`config.mk`:
```
export PLATFORM = sky130hd
export DESIGN_NAME = dac_spi_tx
export DESIGN_NICKNAME = d
export VERILOG_FILES = /design/src/rtl/dac_spi_tx.sv
export SDC_FILE = /design/constraint.sdc
export NUM_CORES = 1
export LEC_CHECK = 0
export BUFFER_PORTS_ARGS = -buffer_cell sky130_fd_sc_hd__buf_2
export CAP_MARGIN = 20
export CORE_MARGIN = 2
export CORE_UTILIZATION = 56
export CTS_BUF_LIST = sky130_fd_sc_hd__clkbuf_4
export CTS_CLUSTER_DIAMETER = 200
export DETAILED_ROUTE_END_ITERATION = 12
export PLACE_DENSITY = 0.74
export SLEW_MARGIN = 10
export SYNTH_ARGS = -nofsm -noshare
export SYNTH_HDL_FRONTEND = slang
export SYNTH_SLANG_ARGS = --single-unit
export TNS_END_PERCENT = 100
```
`constraint.sdc`:
```
create_clock -name sys_clk -period 3.45 [get_ports sys_clk]
set_input_delay 0.8625 -clock sys_clk [delete_from_list [all_inputs] [get_ports sys_clk]]
set_output_delay 0.8625 -clock sys_clk [all_outputs]
set_load 0.005 [all_outputs]
```
`src/rtl/dac_spi_tx.sv`:
```
// dac_spi_tx: serialises 8-bit DDS samples into 16-bit SPI frames for a DAC.
// Frame layout is {4'b0011, sample, 4'b0000}, sent MSB first with dac_sclk idle low.
// The data bit is updated on the sys_clk cycle where dac_sclk falls, so it is
// stable across every rising edge.
// Optional feature: define DAC_SPI_SKIP_DUP_EN to drop frames whose sample
// equals the last transmitted one. The handshake still completes.
module dac_spi_tx #(
  parameter int unsigned CLK_DIV = 4
) (
  input  logic       sys_clk,
  input  logic       sys_rst_n,
  input  logic [7:0] sample_in,
  input  logic       sample_valid,
  output logic       sample_ready,
  output logic       dac_cs_n,
  output logic       dac_sclk,
  output logic       dac_din,
  output logic       frame_done
);

  localparam int unsigned CNT_W = 8;
  localparam int unsigned BIT_W = 4;
  localparam int unsigned SH_W  = 15;
  localparam logic [CNT_W-1:0] CNT_LAST = CNT_W'(CLK_DIV - 1);
  localparam logic [BIT_W-1:0] BIT_LAST = BIT_W'(15);

  typedef enum logic [1:0] {IDLE, SETUP, SHIFT, HOLD} state_t;

  state_t            state, state_nx;
  logic [CNT_W-1:0]  cnt, cnt_nx;
  logic [BIT_W-1:0]  bit_idx, bit_nx;
  logic [SH_W-1:0]   sh, sh_nx;
  logic              ready_nx, cs_n_nx, sclk_nx, din_nx, done_nx;
  logic              accept_c;
  logic              skip_c;
  logic [15:0]       frame_c;

  assign accept_c = sample_valid && sample_ready;
  assign frame_c  = {4'b0011, sample_in, 4'b0000};

`ifdef DAC_SPI_SKIP_DUP_EN
  logic [7:0] last, last_nx;
  logic       last_vld, last_vld_nx;

  assign skip_c = last_vld && (sample_in == last);

  // Remember the last transmitted sample; the valid flag forces the first post-reset send.
  always_ff @(posedge sys_clk or negedge sys_rst_n) begin
    if (!sys_rst_n) begin
      last     <= '0;
      last_vld <= 1'b0;
    end else begin
      last     <= last_nx;
      last_vld <= last_vld_nx;
    end
  end

  // Capture every accepted sample (duplicates leave the value unchanged anyway).
  always_comb begin
    last_nx     = last;
    last_vld_nx = last_vld;
    if (accept_c) begin
      last_nx     = sample_in;
      last_vld_nx = 1'b1;
    end
  end
`else
  assign skip_c = 1'b0;
`endif

  // State, counters, shift register and registered outputs.
  always_ff @(posedge sys_clk or negedge sys_rst_n) begin
    if (!sys_rst_n) begin
      state        <= IDLE;
      cnt          <= '0;
      bit_idx      <= '0;
      sh           <= '0;
      sample_ready <= 1'b0;
      dac_cs_n     <= 1'b1;
      dac_sclk     <= 1'b0;
      dac_din      <= 1'b0;
      frame_done   <= 1'b0;
    end else begin
      state        <= state_nx;
      cnt          <= cnt_nx;
      bit_idx      <= bit_nx;
      sh           <= sh_nx;
      sample_ready <= ready_nx;
      dac_cs_n     <= cs_n_nx;
      dac_sclk     <= sclk_nx;
      dac_din      <= din_nx;
      frame_done   <= done_nx;
    end
  end

  // Next-state and next-output logic; the half-period counter restarts at every phase change.
  always_comb begin
    state_nx = state;
    cnt_nx   = cnt + CNT_W'(1);
    bit_nx   = bit_idx;
    sh_nx    = sh;
    cs_n_nx  = dac_cs_n;
    sclk_nx  = dac_sclk;
    din_nx   = dac_din;
    done_nx  = 1'b0;

    unique case (state)
      IDLE: begin
        cnt_nx = '0;
        if (accept_c && !skip_c) begin
          state_nx = SETUP;
          sh_nx    = frame_c[SH_W-1:0];
          din_nx   = frame_c[15];
          cs_n_nx  = 1'b0;
          bit_nx   = '0;
        end
      end
      SETUP: begin
        if (cnt == CNT_LAST) begin
          state_nx = SHIFT;
          cnt_nx   = '0;
        end
      end
      SHIFT: begin
        if (cnt == CNT_LAST) begin
          cnt_nx = '0;
          if (!dac_sclk) begin
            sclk_nx = 1'b1;
          end else begin
            sclk_nx = 1'b0;
            if (bit_idx == BIT_LAST) begin
              state_nx = HOLD;
            end else begin
              bit_nx = bit_idx + BIT_W'(1);
              din_nx = sh[SH_W-1];
              sh_nx  = {sh[SH_W-2:0], 1'b0};
            end
          end
        end
      end
      HOLD: begin
        if (cnt == CNT_LAST) begin
          state_nx = IDLE;
          cnt_nx   = '0;
          cs_n_nx  = 1'b1;
          din_nx   = 1'b0;
          done_nx  = 1'b1;
        end
      end
      default: begin
        state_nx = IDLE;
        cnt_nx   = '0;
      end
    endcase

    // Ready only while resting in IDLE; the frame_done cycle itself is not ready.
    ready_nx = (state == IDLE) && (state_nx == IDLE);
  end

endmodule

```
* Word level (Yosys, flattened, before mapping)
Index checks and enable logic that the tools add are counted.
** Operators by class
- Add/subtract/negate cells :: 2
- Eq/ne operators :: 10
- Mux-type cells :: 30
- Reduce and logical (&&, ||, !) cells :: 12
** Operator list (number)
- $mux W15 :: 4
- $pmux W15 S2 :: 1
- $mux W4 :: 4
- $pmux W8 S2 :: 1
- $mux W2 :: 6
- $ne A2 B2 Y1 const B :: 5
- $mux W1 :: 9
- $add A8 B1 Y8 const B :: 1
- $eq A8 B2 Y1 const B :: 1
- $mux W8 :: 1
- $pmux W2 S4 :: 1
- $pmux W4 S2 :: 1
- $reduce_and A6 Y1 :: 1
- $reduce_and A5 Y1 :: 1
- $add A4 B1 Y4 const B :: 1
- $eq A2 B2 Y1 const B :: 2
- $eq A4 B4 Y1 const B :: 1
- $logic_not A2 Y1 :: 2
- $reduce_bool A2 Y1 :: 2
- $pmux W1 S3 :: 1
- $reduce_and A3 Y1 :: 1
- $reduce_bool A3 Y1 :: 1
- $reduce_or A3 Y1 :: 1
- $eq A2 B1 Y1 const B :: 1
- other kinds (3) :: 4
** Storage, ports and cells
- Flip-flop bits (word level) :: 34
- Input bits :: 11
- Output and inout bits :: 5
- Logic and storage cells :: 63

* Logic depth before layout (Yosys ltp)
Gate-level depths: netlist of the first run.
- Word-level depth :: 7
- Mapped depth :: 7
- Mapped depth without buffers :: 6

* Least setup slack after synthesis of the first run
No wires, ideal clock.
- Path type :: reg-to-reg
- From :: reg cnt[0]
- To :: reg bit_idx[0]
- Library setup time :: 0.125 ns
- Arrival :: 2.098 ns
- Slack :: 1.227 ns
- Stages on the path, launching flop included :: 7
- Path buffers :: 1
- Clock period less this slack :: 2.223 ns
- Path through :: dfrtp_1 ha_1 or3b_2 o41ai_4 nand2b_4 buf_6 mux2_4
** On the way
- Longest elaborated chain between the ends :: 3
** RTL lines
- start, declared :: RTL line 30 : logic [CNT_W-1:0] cnt, cnt_nx;
- start signal, assigned :: RTL line 85 : cnt <= cnt_nx;
- $eq A8 B2 Y1 :: RTL line 125 : if (cnt == CNT_LAST) begin
- $ne A2 B2 Y1 (no source line)
- $reduce_and A5 Y1 (no source line)
- end signal, assigned :: RTL line 86 : bit_idx <= bit_nx;
- end, declared :: RTL line 31 : logic [BIT_W-1:0] bit_idx, bit_nx;
No other way between the ends.
A chain may end at the register's enable or synchronous reset.

* Worst setup path after layout of the first run
- From :: reg cnt[0]
- To :: reg sh[8]
** On the way
- Longest elaborated chain between the ends :: 3
** RTL lines
- $eq A8 B2 Y1 :: RTL line 125
- $ne A2 B2 Y1 (no source line)
- $reduce_and A5 Y1 (no source line)
- end signal, assigned :: RTL line 87 : sh <= sh_nx;
- end, declared :: RTL line 32 : logic [SH_W-1:0] sh, sh_nx;
No other way between the ends.

==> flow_summary.yaml, run 1 <==
die:
  initial_utilization_pct: 59.1
  io_pins: 16
  fp.dieH_um: 58.2
  die_area_sq_mm: 0.00339
  coreArea_sq_mm: 0.00278
  dieWidth_um: 58.2
  rows: 19
worst_hold_path:
  min-delay-start: "sh[14]"
  hold_depth: 1
  hp-class: "flip-flop to flip-flop"
synthesis:
  yosysTopAreaCellShare_pct: 44.1
  yosysSeqAreaShare_pct: 45.7
  synth_area_sq_mm: 0.00164
  synth_common_cells: "dfrtp_1 (29), mux2_2 (10), nor3_1 (10), nand3_1 (8)"
  synth.distinct_cells: 36
  synth_cells: 144
  syn_avg_cell_area_sq_um: 11.4
  synthFlopType: "dfrtp_1"
  synth_top_cells_by_area: "dfrtp_1 (44%), mux2_2 (6.8%), mux2_4 (6.4%)"
  yosys.area.top_type: "dfrtp_1"
  synth_warnings: 0
  ys_ff_latch: 30
  syn_nets: 162
  synth_enable_flop_cells: 0
  async_flop_share_pct: 100
  yosysMostFrequentCell: "dfrtp_1"
timing:
  tns_ps: 0
  setup_viol: 0
  fmax_mhz: 419
  skew_ps: 12.1
  rsz0062_at_grt: "false"
  period_minus_slack_ps: 2390
  max-slew-margin-rel_pct: 55.5
  finalMaxSlewViolations: 0
  worst_slew_pin_slew_ps: 667
  hold_viol: 0
  whs_ps: 507
  fin_crit_sh_pct: 69.3
routing:
  drc: 0
  drt_first_pass_iters: 4
  wl_um: 3040
  drtIter0Drc: 44
  vias_per_cell: 5.94
  wire_per_inst_um: 15.7
  ant_nets: 0
  num_vias: 1152
clocking:
  post_cts_buffers: 0
  cts.clk_slew.worst_paths_ps: 100
  postCtsHoldBufs: 0
  cts-resized-gates: 0
  clk_latency_ps: 330
  cts_tree: "yes"
  cts-root-buf: "clkbuf_4"
  htree_levels: 2
  cts_made_buffers: 5
  cts.sinks: 30
  cts_max_path_buffers: 2
worst_setup_path:
  slowest_stage: "or3b_2"
  r2r_cells: 5
  critical_path.cell_chain: "ha_1 -> or3b_2 -> o41ai_4 -> nand2b_4 -> mux2_4"
  startpoint: "cnt[0]"
  crit_type: "flip-flop to flip-flop"
  critical_path.max_fanout: 13
  slowest_delay_ps: 520
  cp-start-kind: "flip-flop"
  required_ps: 3670
  r2r-start: "cnt[0]"
  arrival_ps: 2610
  end_kind: "flip-flop"
grt:
  grt_max_degree: 31
  grt.total_usage_pct: 21.1
  grt_pass1_vias: 1124
  grt.overflow.total: 0
  antenna_found_initial: 0
  grt_pass1_wl_um: 5230
placement:
  gp_congestion: 0.867
  port_buffers: 15
  dp_hpwl_um: 2140
  post-place-cells: 186
finish:
  area_growth_pct: 9.28
  fin_util_pct: 64.6
  final_net_count: 180
  drive_gt1_share_pct: 30.1
  layout.cells.non_filler: 194
  antenna_cells: 0
run_status:
  outcome: "completed"
pwr:
  p_leak_nw: 0.843
  power.density_mw_per_mm2: 842
  p_total_w: 0.00151
  vdd.ir_drop.worst_mv: 0.606
run:
  cap_violations: 0
==> registers in the layout (all words and copies together), names as in the netlist <==
register      count
bit_idx           4
cnt               8
dac_cs_n          1
dac_din           1
dac_sclk          1
frame_done        1
sample_ready      1
sh               11
state             2
==> per-stage QoR <==
step                      worst slack [ps]  cell area, sq um
final                                 1060              1800
after global routing                   944              1800
after CTS                             1090              1800
after detailed placement              1090              1740
after global placement                1170              1740
after floorplan                       1230              1640
==> cell type report <==
cell class,count,area (sq um)
timing repair buffer,17,90.1
fill,236,985
multi-input combinational,103,843
tap,31,38.8
clock buffer,6,45.0
clock inverter,2,8.76
inverter,5,18.8
sequential,30,752
==> cells by family (layout without fill, tap and decap cells) <==
group / count (synthesis) / count (layout) / share of synthesized area (%)
AO/OA/AOI/OAI: 20 / 20 / 10.8
XOR/XNOR: 7 / 7 / 3.73
adder cells (fa/ha/maj): 7 / 7 / 5.33
buffers and inverters: 11 / 30 / 2.97
flip-flops: 30 / 30 / 45.7
multiplexers: 17 / 17 / 13.2
AND/OR/NAND/NOR: 52 / 52 / 18.2
==> layout by cell type (no fill, tap or decap), types with 2 or more instances in the layout <==
| master | count |
|---|---|
| nor2b_1 | 2 |
| a21oi_1 | 3 |
| dfrtp_1 | 29 |
| inv_1 | 5 |
| and3_1 | 6 |
| o2bb2ai_1 | 2 |
| a41o_1 | 2 |
| ha_1 | 7 |
| clkbuf_4 | 6 |
| nor3b_1 | 2 |
| o21ai_0 | 3 |
| a21bo_2 | 3 |
| nand3b_1 | 3 |
| xnor2_1 | 2 |
| nor2_1 | 4 |
| nand3_1 | 8 |
| mux2_4 | 7 |
| nand2b_1 | 4 |
| nor3_1 | 10 |
| buf_2 | 15 |
| buf_4 | 2 |
| nand2_1 | 6 |
| xor2_1 | 5 |
| mux2_2 | 10 |
| nand4_1 | 3 |
==> metal layers <==
layer	vias up	global-route usage [%]	part of all wire [%]
li1	558	-	-
met1	564	27.0	47
met2	24	32.3	48
met3	6	6.03	3.4
met4	0	11.3	2.4
met5	-	0	0
==> power by group <==
part,switching [W],total [W],internal (W)
clock network,0.000122,0.000206,0.0000843
registers,0.000102,0.000576,0.000474
logic,0.000349,0.000731,0.000381
total,0.000574,0.00151,0.000940
==> worst max-delay path, delay by kind of cell (launching register included) <==
kind,cells,cell delay [ps]
flip-flops,1,420
adder cells (fa/ha/maj),1,260
AND/OR/NAND/NOR,2,750
AO/OA/AOI/OAI,1,500
multiplexers,1,340
==> final timing paths <==
kind | slack (ps) | to
worst min register to register | 510 | sh[14]
max in group asynchronous | 2460 | bit_idx[2]
min in group asynchronous | 560 | cnt[4]
worst max register to register | 1060 | sh[8]
worst max-delay path | 1060 | sh[8]
worst min-delay path | 510 | sh[14]
Power figures use the tool's default switching activity.
==> inputs of run 2 (changes only) <==
==> constraint.sdc (replaced) <==
create_clock -name sys_clk -period 2.5 [get_ports sys_clk]
set_input_delay 0.625 -clock sys_clk [delete_from_list [all_inputs] [get_ports sys_clk]]
set_output_delay 0.625 -clock sys_clk [all_outputs]
set_load 0.005 [all_outputs]
==> run 2 against run 1 <==
  * Core utilization up 0.54 points
  * Die area stayed put
  * Via count down 0.35%
  * First-iteration DRC count is the same
  * Combinational power up 44%
  * Register-to-register slack worse by 830 ps
  * Critical path type unchanged
  * Critical endpoint unchanged
  * Largest power group unchanged
  * Highest routed layer unchanged
==> flow_summary.yaml, run 2 (synthesized netlist as in run 1, its figures left out) <==
die:
  initial_utilization_pct: 59.1
  rows: 19
  fp.dieH_um: 58.2
  coreArea_sq_mm: 0.00278
  dieWidth_um: 58.2
  io_pins: 16
  die_area_sq_mm: 0.00339
timing:
  period_minus_slack_ps: 2270
  skew_ps: 11.3
  fmax_mhz: 441
  max-slew-margin-rel_pct: 56.7
  tns_ps: 0
  worst_slew_pin_slew_ps: 650
  rsz0062_at_grt: "false"
  fin_crit_sh_pct: 90.7
  finalMaxSlewViolations: 0
  hold_viol: 0
  setup_slack_ps: 231
  whs_ps: 303
  setup_viol: 0
routing:
  drc: 0
  wl_um: 3170
  drtIter0Drc: 44
  wire_per_inst_um: 16.2
  vias_per_cell: 5.86
  ant_nets: 0
  drt_first_pass_iters: 4
  num_vias: 1148
grt:
  antenna_found_initial: 0
  grt_pass1_vias: 1259
  grt_max_degree: 31
  grt.overflow.total: 0
  grt.total_usage_pct: 22.2
  grt_pass1_wl_um: 5570
pwr:
  power.density_mw_per_mm2: 1170
  vdd.ir_drop.worst_mv: 0.748
  p_leak_nw: 0.853
worst_setup_path:
  cp-start-kind: "flip-flop"
  r2r-start: "cnt[0]"
  rrSetupSlack_ps: 230
  slowest_delay_ps: 520
  arrival_ps: 2490
  r2r_end: "sh[8]"
  slowest_stage: "or3b_2"
  crit_type: "flip-flop to flip-flop"
  critical_path.cell_chain: "ha_1 -> or3b_2 -> o41ai_4 -> nand2b_4 -> mux2_4"
  r2r_cells: 5
  critical_path.max_fanout: 13
  end_kind: "flip-flop"
  required_ps: 2720
clocking:
  post_cts_buffers: 0
  cts_tree: "yes"
  cts.sinks: 30
  cts_max_path_buffers: 2
  postCtsHoldBufs: 0
  clk_latency_ps: 330
  cts.clk_slew.worst_paths_ps: 100
  cts_made_buffers: 5
  htree_levels: 2
  cts-root-buf: "clkbuf_4"
  cts-resized-gates: 0
run:
  cap_violations: 0
finish:
  area_growth_pct: 10.2
  final_net_count: 182
  nFillCells: 233
  top_regs: "sh x11, cnt x8, bit_idx x4"
  top_register: "sh"
  drive_gt1_share_pct: 30.9
  largest_reg_flops: 11
  layout_common_cells: "dfrtp_1 (29), buf_2 (15), nor3_1 (10), mux2_2 (10), nand3_1 (8)"
  antenna_cells: 0
  final_common_cell: "dfrtp_1"
  layout.cells.non_filler: 196
worst_hold_path:
  hp-class: "input port to asynchronous set/reset pin"
placement:
  gp_congestion: 0.798
  dp_hpwl_um: 2310
  port_buffers: 15
  preCtsSetupSlack_ps: 246
  post-place-cells: 188
run_status:
  outcome: "completed"
==> run 2: cell types whose count changed in the layout (fill, tap and decap cells not counted), sizes merged <==
cell  previous run  this run
buf             17        19
==> run 2: where the power goes <==
part / leakage (nW) / internal [W] / switching (W)
combinational: 0.441 / 0.000546 / 0.000499
sequential: 0.379 / 0.000654 / 0.000140
clock: 0.0331 / 0.000116 / 0.000168
total: 0.853 / 0.00132 / 0.000807
==> run 2: critical path, delay by kind of cell, from the launching register on <==
family	cells	cell delay [ps]
adders and majority gates	1	270
and+or+nand+nor	2	730
muxes	1	340
AOI/OAI and AO/OA	1	390
DFF	1	420
==> run 2: cell type report <==
type / instances / area, sq um / area share (%)
clock buffer: 6 / 45.0 / 2.49
multi-input combinational: 103 / 843 / 46.5
tap: 31 / 38.8 / 2.14
sequential: 30 / 752 / 41.5
timing repair buffer: 19 / 105 / 5.80
clock inverter: 2 / 8.76 / 0.483
inverter: 5 / 18.8 / 1.04
==> run 2: stage by stage <==
stage | cell area [sq um] | util (%) | total power [W]
6_report | 1810 | 65.1 | 0.00212
5_1_grt | 1810 | 65.1 | 0.00229
4_1_cts | 1810 | 65.1 | 0.00214
3_5_place_dp | 1760 | 63.2 | 0.00186
3_3_place_gp | 1760 | 63.2 | 0.00180
2_1_floorplan | 1640 | - | 0.00162
==> run 2: worst max-delay path by stage <==
stage                     startpoint          to  slack (ps)
final                         cnt[0]       sh[8]         230
after detailed placement      cnt[0]       sh[8]         250
after global routing          cnt[0]       sh[8]         120
after global placement        cnt[0]      sh[11]         350
after CTS                     cnt[0]       sh[8]         230
after floorplan               cnt[0]  bit_idx[0]         280
==> run 2: layer usage <==
layer / share of wire [%] / GRT usage [%] / up-vias
li1: - / - / 563
met1: 45 / 26.9 / 555
met2: 49 / 36.4 / 21
met3: 3.5 / 6.70 / 9
met4: 2.1 / 9.97 / 0
met5: 0 / 0 / -
